--- config.mk ---
export PLATFORM = sky130hd
export DESIGN_NAME = serial_tx_shifter
export DESIGN_NICKNAME = d
export VERILOG_FILES = /design/src/rtl/serial_link_pkg.sv /design/src/rtl/bit_period_counter.sv /design/src/rtl/serial_tx_shifter.sv
export SDC_FILE = /design/constraint.sdc
export NUM_CORES = 1
export LEC_CHECK = 0
export ABC_AREA = 1
export BUFFER_PORTS_ARGS = -buffer_cell sky130_fd_sc_hd__buf_4
export CAP_MARGIN = 20
export CORE_AREA = 2 2 57 59
export CTS_BUF_LIST = sky130_fd_sc_hd__clkbuf_8
export DETAILED_ROUTE_END_ITERATION = 6
export DIE_AREA = 0 0 59 61
export PLACE_DENSITY = 0.74
export SLEW_MARGIN = 40
export SYNTH_ARGS = -nofsm -noshare
export SYNTH_HDL_FRONTEND = slang
export SYNTH_SLANG_ARGS = --single-unit
--- constraint.sdc ---
create_clock -name clk -period 1.7 [get_ports clk]
set_clock_uncertainty 0.1 [all_clocks]
set_input_delay 0.255 -clock clk [delete_from_list [all_inputs] [get_ports clk]]
set_output_delay 0.255 -clock clk [all_outputs]
set_load 0.005 [all_outputs]
--- src/rtl/serial_link_pkg.sv ---
// Shared definitions for the single-bit serial link.
// Holds the transmitter state encoding and the line levels, which the
// capture side uses too.
package serial_link_pkg;

  typedef enum logic [2:0] {
    IDLE   = 3'd0,
    START  = 3'd1,
    DATA   = 3'd2,
    PARITY = 3'd3,
    STOP   = 3'd4
  } tx_state_e;

  localparam logic SERIAL_IDLE_LVL = 1'b1;
  localparam logic START_LVL       = 1'b0;
  localparam logic STOP_LVL        = 1'b1;

endpackage

--- src/rtl/bit_period_counter.sv ---
// Bit-period timer for the serial transmitter.
// Counts 0..CLKS_PER_BIT-1 while enabled. It pulses bit_tick on the last
// cycle of each bit period.
// Ports:
//   clk, rst : clock, async active-high reset
//   clr      : synchronous clear (frame accept), realigns the bit period
//   en       : count enable (frame in flight)
//   bit_tick : high during the final cycle of a bit period
module bit_period_counter #(
  parameter int CLKS_PER_BIT = 16
) (
  input  logic clk,
  input  logic rst,
  input  logic clr,
  input  logic en,
  output logic bit_tick
);

  localparam int            CW   = $clog2(CLKS_PER_BIT + 1);
  localparam logic [CW-1:0] LAST = CW'(CLKS_PER_BIT - 1);

  logic [CW-1:0] cnt;

  always_ff @(posedge clk or posedge rst) begin
    if (rst)          cnt <= '0;
    else if (clr)     cnt <= '0;
    else if (en)      cnt <= (cnt == LAST) ? '0 : cnt + 1'b1;
  end

  // With CLKS_PER_BIT=1, LAST is 0, so every enabled cycle ticks.
  assign bit_tick = en & (cnt == LAST);

endmodule

--- src/rtl/serial_tx_shifter.sv ---
// Parallel-to-serial frame transmitter.
// A frame is a start bit, then DATA_W data bits LSB-first, then an optional
// parity bit, then STOP_BITS stop bits. Each bit lasts CLKS_PER_BIT cycles.
// Ports:
//   clk, rst : clock, async active-high reset (abandons any frame in flight)
//   tx_data  : word to send, latched on accept
//   tx_valid : source has a word
//   tx_ready : transmitter can accept (accept = tx_valid & tx_ready)
//   tx_out   : serial line, idle high
//   tx_busy  : a frame is on the line
//   tx_done  : one-cycle pulse after the last stop bit
// All outputs are registered. Each next line level is decided with the
// state transition that produces it, so tx_out changes on the same edge as
// the state.
module serial_tx_shifter
  import serial_link_pkg::*;
#(
  parameter int DATA_W       = 8,
  parameter int CLKS_PER_BIT = 16,
  parameter int PARITY_EN    = 0,
  parameter int PARITY_ODD   = 0,
  parameter int STOP_BITS    = 1
) (
  input  logic              clk,
  input  logic              rst,
  input  logic [DATA_W-1:0] tx_data,
  input  logic              tx_valid,
  output logic              tx_ready,
  output logic              tx_out,
  output logic              tx_busy,
  output logic              tx_done
);

  localparam int             BCW       = $clog2(DATA_W + 1);
  localparam logic [BCW-1:0] LAST_DATA = BCW'(DATA_W - 1);
  localparam logic [BCW-1:0] LAST_STOP = BCW'(STOP_BITS - 1);

  tx_state_e       state;
  logic [DATA_W-1:0] shreg;
  logic [DATA_W-1:0] sh_nxt;
  logic [BCW-1:0]  bit_cnt;
  logic            parity_bit;
  logic            accept;
  logic            bit_tick;

  assign accept = tx_valid & tx_ready;
  // Shifted copy of the word. Its LSB is the next data bit to drive.
  assign sh_nxt = shreg >> 1;

  bit_period_counter #(.CLKS_PER_BIT(CLKS_PER_BIT)) u_bpc (
    .clk      (clk),
    .rst      (rst),
    .clr      (accept),
    .en       (state != IDLE),
    .bit_tick (bit_tick)
  );

  always_ff @(posedge clk or posedge rst) begin
    if (rst) begin
      state      <= IDLE;
      shreg      <= '0;
      bit_cnt    <= '0;
      parity_bit <= 1'b0;
      tx_out     <= SERIAL_IDLE_LVL;
      tx_ready   <= 1'b1;
      tx_busy    <= 1'b0;
      tx_done    <= 1'b0;
    end else begin
      tx_done <= 1'b0;
      case (state)
        IDLE: begin
          tx_out   <= SERIAL_IDLE_LVL;
          tx_ready <= 1'b1;
          tx_busy  <= 1'b0;
          if (accept) begin
            shreg      <= tx_data;
            // Parity is taken from the word as latched.
            parity_bit <= (^tx_data) ^ 1'(PARITY_ODD);
            bit_cnt    <= '0;
            state      <= START;
            tx_out     <= START_LVL;
            tx_ready   <= 1'b0;
            tx_busy    <= 1'b1;
          end
        end
        START: begin
          if (bit_tick) begin
            state   <= DATA;
            tx_out  <= shreg[0];
            bit_cnt <= '0;
          end
        end
        DATA: begin
          if (bit_tick) begin
            shreg <= sh_nxt;
            if (bit_cnt == LAST_DATA) begin
              bit_cnt <= '0;
              if (PARITY_EN != 0) begin
                state  <= PARITY;
                tx_out <= parity_bit;
              end else begin
                state  <= STOP;
                tx_out <= STOP_LVL;
              end
            end else begin
              bit_cnt <= bit_cnt + 1'b1;
              tx_out  <= sh_nxt[0];
            end
          end
        end
        PARITY: begin
          if (bit_tick) begin
            state   <= STOP;
            tx_out  <= STOP_LVL;
            bit_cnt <= '0;
          end
        end
        STOP: begin
          if (bit_tick) begin
            if (bit_cnt == LAST_STOP) begin
              state    <= IDLE;
              bit_cnt  <= '0;
              tx_out   <= SERIAL_IDLE_LVL;
              tx_done  <= 1'b1;
              tx_busy  <= 1'b0;
              tx_ready <= 1'b1;
            end else begin
              bit_cnt <= bit_cnt + 1'b1;
            end
          end
        end
        default: begin
          // An encoding outside the enum returns the line to idle.
          state    <= IDLE;
          bit_cnt  <= '0;
          tx_out   <= SERIAL_IDLE_LVL;
          tx_ready <= 1'b1;
          tx_busy  <= 1'b0;
        end
      endcase
    end
  end

endmodule

==> results of run 1 <==
-- through the flow --
step / hold slack (ns) / worst slack (ns)
2_1_floorplan: 0.168 / 0.212
3_3_place_gp: 0.223 / 0.113
3_5_place_dp: 0.227 / 0.0748
4_1_cts: 0.181 / 0.0579
5_1_grt: 0.204 / 0.0110
6_report: 0.174 / 0.148
-- synthesized netlist by cell type, drive strengths merged --
cell type	count	area, um^2
xor2	2	17.5
a21oi	5	25.0
nand3	7	40.0
nand4	5	37.5
nand2	66	300
inv	24	92.6
dfrtp	22	551
xnor2	1	8.76
nor3	1	5.00
buf	3	36.3
dfstp	2	52.6
nor2	20	101
o21ai	21	131
ha	3	37.5
-- cell families (layout without fill, tap and decap cells) --
group,count (synthesis),after routing,share of synthesized area
buffers and inverters,27,47,0.0897
AND/OR/NAND/NOR,99,100,0.337
adder cells (fa/ha/maj),3,3,0.0261
flip-flops,24,24,0.420
XOR/XNOR,3,3,0.0183
AO/OA/AOI/OAI,26,26,0.109
-- worst paths after layout --
path / depth (start not counted) / from / end
setup reg to reg: 6 / u_bpc.cnt[0] / shreg[7]
hold / removal: 3 / tx_data[7] / shreg[7]
max in group asynchronous: 4 / rst / tx_ready
hold reg to reg: 2 / tx_out / tx_out
setup / recovery: 6 / u_bpc.cnt[0] / shreg[7]
min in group asynchronous: 4 / rst / shreg[6]
-- what timing repair did --
| item | in CTS | in global routing |
|---|---|---|
| setup endpoints to repair | 0 | 14 |
| hold buffers | 1 | 0 |
| endpoints found under the hold margin | 22 | 0 |
| gates resized for setup | 0 | 4 |
-- power by group through the flow --
stage               Sequential [mW]  Combinational (mW)  Clock (mW)
finish                        0.964                1.57       0.397
global route                  0.993                1.79       0.420
CTS                           0.961                1.52       0.399
detailed placement            0.972                1.51           0
global placement              0.962                1.47           0
floorplan                     0.921                1.31           0
-- worst min-delay path, delay by kind of cell --
family                 cells  cell delay [ns]
and+or+nand+nor            1             0.10
AOI/OAI and AO/OA          1             0.07
buffers and inverters      1             0.08
-- routing by layer --
metal  GRT usage  vias to the layer above  wire length (um)
met1       0.236                      535              1340
met3      0.0256                        2                63
met4      0.0390                        0                17
met2       0.289                       19              1270
met5           0                        -                 0
li1            -                      616                 -
-- final cells by class --
cell class	instances	area (um^2)
Timing Repair Buffer	19	145
Sequential cell	24	603
Inverter	24	92.6
Multi-Input combinational cell	132	732
Clock buffer	4	55.1
Tap cell	33	41.3
Fill cell	292	1280
-- sequential cells by signal, indices dropped and copies added (netlist names) --
| signal | flops |
|---|---|
| state | 3 |
| tx_ready | 1 |
| u_bpc.cnt | 5 |
| bit_cnt | 4 |
| shreg | 8 |
| tx_busy | 1 |
| tx_out | 1 |
| tx_done | 1 |
==> flow_summary.yaml, run 1 <==
power_and_ir_drop:
  power_switching_mw: 1.35
  pwr-share-seq: 0.329
  total_power_mw: 2.93
  powerDensity_mw_per_mm2: 1760
  switching_share: 0.460
  irDropWorstVdd_mv: 0.790
  comb_power_share: 0.536
  internal_power_mw: 1.58
  p_leak_nw: 0.858
  clock_power_share: 0.135
placement:
  place.gp.congestion: 0.836
  dpl.cell_count: 230
  place_area_mm2: 0.00158
  io_buffers: 14
  dp_hpwl_mm: 1.99
detailed_routing:
  dr.pass1.iters: 4
  wl_per_cell_um: 11.4
  viasPerCell: 4.97
  drc: 0
  ant_nets: 0
  vias: 1172
  drtIter0Drc: 25
  wirelength_mm: 2.69
hold_path:
  hold_path_class: "input pin to flip-flop"
synth:
  synth_warnings: 0
  yosysSeqAreaShare: 0.420
  syn-cell-area_mm2: 0.00144
  synthDistinctLibCells: 27
  synth-seq-cells: 24
  synth_fp_nets: 196
  syn_avg_cell_area_um2: 7.89
  syn-instance-count: 182
critical_path:
  cp_cell_sequence: "ha_1, nand4_4, nand2_4, nand2_8, nor2_4, o21ai_2"
  rrSetupSlack_ns: 0.15
  end_kind: "flip-flop"
  critPathTopFamily: "simple AND/OR/NAND/NOR gates"
  crit_buf_inv: 0
  arrival_ns: 1.61
  crit_type: "flip-flop to flip-flop"
  critPathMaxFanout: 8
  slowest_delay_ns: 0.39
  critPathRequiredTime_ns: 1.75
  crit_slowest_cell: "dfrtp_1"
  cp-start-kind: "flip-flop"
global_route:
  grt_max_degree: 25
  grt_pass1_wl_mm: 4.71
  antenna_found_initial: 0
  track_usage: 0.172
  grt_pass1_vias: 1040
  overflow: 0
clocking:
  clock_path_buffers: 2
  cts_inserted_buffers: 3
  post_cts_buffers: 0
  cts_tree: "done"
  clk-insertion-delay-late_ns: 0.26
  cts_sinks: 24
  clk_pin_slew_ns: 0.09
  h-tree-depth: 1
  cts_root_buffer: "clkbuf_8"
run_status:
  status: "finished clean"
timing:
  worst_pin_slew_ns: 0.312
  final_max_slew_viol_count: 0
  rsz0062_at_grt: "false"
  max_freq_ghz: 0.644
  period_share: 0.913
  finalCriticalPeriod_ns: 1.55
  relSlewSlack: 0.792
  tns_ns: 0
  setup_viol: 0
  final_hold_viol_count: 0
die:
  core_area_mm2: 0.00295
  pin_count: 15
  rows: 20
  start_util: 0.486
  die_y_um: 61
  dieArea_mm2: 0.00360
  die_w_um: 59
finish:
  final_cell_mix: "nand2_1 (58), dfrtp_1 (22), inv_1 (21), buf_4 (18), nor2_1 (16)"
  final_area_mm2: 0.00167
  fin_cells: 236
  layout-drive-gt1-share: 0.241
  mostFrequentLayoutCell: "nand2_1"
  antenna_cells: 0
  finalCoreUtilization: 0.565
  layout.nets: 218
  area_growth_pct: 16.2
job:
  cap_violations: 0
No activity file was read; power rests on OpenSTA's default activity.
==> run 2, diff against run 1 <==
- CORE_AREA: 2 2 57 59 -> 2 2 56 58
- DIE_AREA: 0 0 59 61 -> 0 0 58 60
- SYNTH_HIERARCHICAL: not set -> 1
- clock period: 1.7 -> 1.95 ns (I/O delays scaled with it)
==> run 2 against run 1 <==
Effect of this change: global-route usage rose by 0.91 points; via count increased by 4.6%; first-iteration DRC count is 4.0% higher; total power shrank 18%; highest routed layer unchanged; register-to-register slack improved by 0.08 ns; maximum frequency shrank 9.6%; sequential share of layout area grew 1.4 points.
==> flow_summary.yaml, run 2 <==
timing:
  worst_pin_slew_ns: 0.294
  relSlewSlack: 0.804
  setup_viol: 0
  final_max_slew_viol_count: 0
  rsz0062_at_grt: "false"
  period_share: 0.881
  tns_ns: 0
  final_hold_viol_count: 0
  layout_setup_ws_ns: 0.232
  finalCriticalPeriod_ns: 1.72
  max_freq_ghz: 0.582
critical_path:
  slowest_delay_ns: 0.43
  cp-start-kind: "flip-flop"
  arrival_ns: 1.82
  critPathMaxFanout: 7
  crit_buf_inv: 3
  critPathTopFamily: "simple AND/OR/NAND/NOR gates"
  end_kind: "flip-flop"
  critPathRequiredTime_ns: 2.05
  cp_cell_sequence: "inv_2, nand3_2, nand3_1, nor2_1, inv_2, nand3_1, nand2_1, clkinv_1, nand2_4, nand2_1, o21ai_1"
  crit_type: "flip-flop to flip-flop"
  crit_slowest_cell: "dfrtp_1"
placement:
  dpl.cell_count: 243
  io_buffers: 14
  place.gp.congestion: 0.793
  dp_hpwl_mm: 1.98
  dp_slack_ns: 0.158
synth:
  synth-seq-cells: 24
  synth_fp_nets: 209
  synth-async-reset-ratio: 1.00
  post-synth-top-count-cell: "nand2_1"
  syn-cell-area_mm2: 0.00139
  yosysSeqAreaShare: 0.434
  syn-instance-count: 195
  synth-main-ff-cell: "dfrtp_1"
  syn_avg_cell_area_um2: 7.13
  synth_warnings: 6
  synth_top_area_share: 0.396
  synth_commonest_cells: "nand2_1 (89), dfrtp_1 (22), nand3_1 (19)"
  yosysTopAreaCell: "dfrtp_1"
  synthDistinctLibCells: 20
  synth_area_leaders: "dfrtp_1 (40%), nand2_1 (24%), nand3_1 (6.8%)"
  synth_edf_count: 0
die:
  core_area_mm2: 0.00290
  die_w_um: 58
  pin_count: 15
  rows: 20
  dieArea_mm2: 0.00348
  die_y_um: 60
  start_util: 0.479
global_route:
  grt_pass1_wl_mm: 4.80
  antenna_found_initial: 0
  track_usage: 0.181
  overflow: 0
  grt_pass1_vias: 1113
  grt_max_degree: 20
finish:
  finalCoreUtilization: 0.554
  reg_top3: "shreg: 8 flops, u_bpc/cnt: 5 flops, bit_cnt: 4 flops"
  antenna_cells: 0
  regMostFlops: "shreg"
  layout.nets: 230
  largest_reg_flops: 8
  fillers: 288
  final_cell_mix: "nand2_1 (88), dfrtp_1 (21), nand3_1 (19), buf_4 (16), inv_1 (14)"
  area_growth_pct: 15.8
  layout-drive-gt1-share: 0.200
  fin_cells: 248
  mostFrequentLayoutCell: "nand2_1"
detailed_routing:
  wirelength_mm: 2.69
  drc: 0
  wl_per_cell_um: 10.8
  viasPerCell: 4.94
  vias: 1226
  ant_nets: 0
  drtIter0Drc: 26
  dr.pass1.iters: 4
hold_path:
  hold_path_class: "input pin to flip-flop"
power_and_ir_drop:
  irDropWorstVdd_mv: 0.914
  p_leak_nw: 0.898
  powerDensity_mw_per_mm2: 1500
clocking:
  clock_path_buffers: 2
  cts_sinks: 24
  cts_tree: "done"
  cts_root_buffer: "clkbuf_8"
  h-tree-depth: 1
  clk-insertion-delay-late_ns: 0.27
  clk_pin_slew_ns: 0.09
  cts_inserted_buffers: 3
job:
  cap_violations: 0
run_status:
  status: "finished clean"
## run 2: cell types whose count changed in the layout (fill, tap and decap cells not counted), sizes merged, moves of 2 or more
cell	before	now
nand3	7	20
xor2	2	0
a21oi	5	2
nor2	21	15
inv	24	20
nand2	66	98
o21ai	21	6
buf	18	16
## run 2: power by group
group          total, mW  leakage (nW)  internal, mW  switching, mW
combinational       1.20         0.562         0.425          0.779
sequential         0.864         0.307         0.710          0.155
clock              0.347        0.0288         0.181          0.166
total               2.42         0.898          1.31           1.10
## run 2: area by class of cell
cell class	count	area, um^2	share of cell area
sequential	24	604	0.376
multi-input combinational	149	699	0.435
inverter	21	78.8	0.0490
clock buffer	4	55.1	0.0342
timing repair buffer	17	130	0.0809
tap	33	41.3	0.0257
## run 2: per-layer routing
| metal | vias up | track usage | wire [um] |
|---|---|---|---|
| met5 | - | 0 | 0 |
| met3 | 5 | 0.0281 | 109 |
| li1 | 650 | - | - |
| met2 | 27 | 0.291 | 1240 |
| met1 | 544 | 0.247 | 1290 |
| met4 | 0 | 0.0698 | 44 |
## run 2: cells by family (layout without fill, tap and decap cells)
logic type / count (synthesis) / after routing / share of synthesized area
AOI/OAI and AO/OA: 8 / 8 / 0.0288
adders and majority gates: 3 / 3 / 0.0270
buffers and inverters: 22 / 42 / 0.0648
DFF: 24 / 24 / 0.434
and+or+nand+nor: 138 / 138 / 0.446
## run 2: timing repair
action                                 4_1_cts  5_1_grt
endpoints found under the hold margin       22        0
hold buffers                                 1        0
setup endpoints to repair                    0        8
gates resized for setup                      0        3
buffers inserted                             0        0
## run 2: path summary, 6_finish.rpt
| check | startpoint | to | slack (ns) | depth (start not counted) |
|---|---|---|---|---|
| worst min register to register | tx_out | tx_out | 0.38 | 2 |
| min in group asynchronous | rst | u_bpc/cnt[0] | 0.37 | 3 |
| worst min-delay path | tx_data[7] | shreg[7] | 0.12 | 3 |
| max in group asynchronous | rst | tx_out | 0.97 | 4 |
| worst max-delay path | state[2] | bit_cnt[3] | 0.23 | 11 |
| worst max register to register | state[2] | bit_cnt[3] | 0.23 | 11 |
## run 2: through the flow
stage          power, mW  instance area, um^2  hold WS (ns)
2_1_floorplan       1.80                 1390       -0.0290
3_3_place_gp        2.06                 1540         0.112
3_5_place_dp        2.08                 1540         0.116
4_1_cts             2.43                 1610         0.132
5_1_grt             2.68                 1610         0.135
6_report            2.42                 1610         0.125
## run 2: worst reg2reg max path, stage by stage (launching register included)
cell and delay, ns:
dfrtp_1 0.43, inv_2 0.13, nand3_2 0.13, nand3_1 0.15
nor2_1 0.08, inv_2 0.10, nand3_1 0.11, nand2_1 0.09
clkinv_1 0.12, nand2_4 0.11, nand2_1 0.05, o21ai_1 0.07
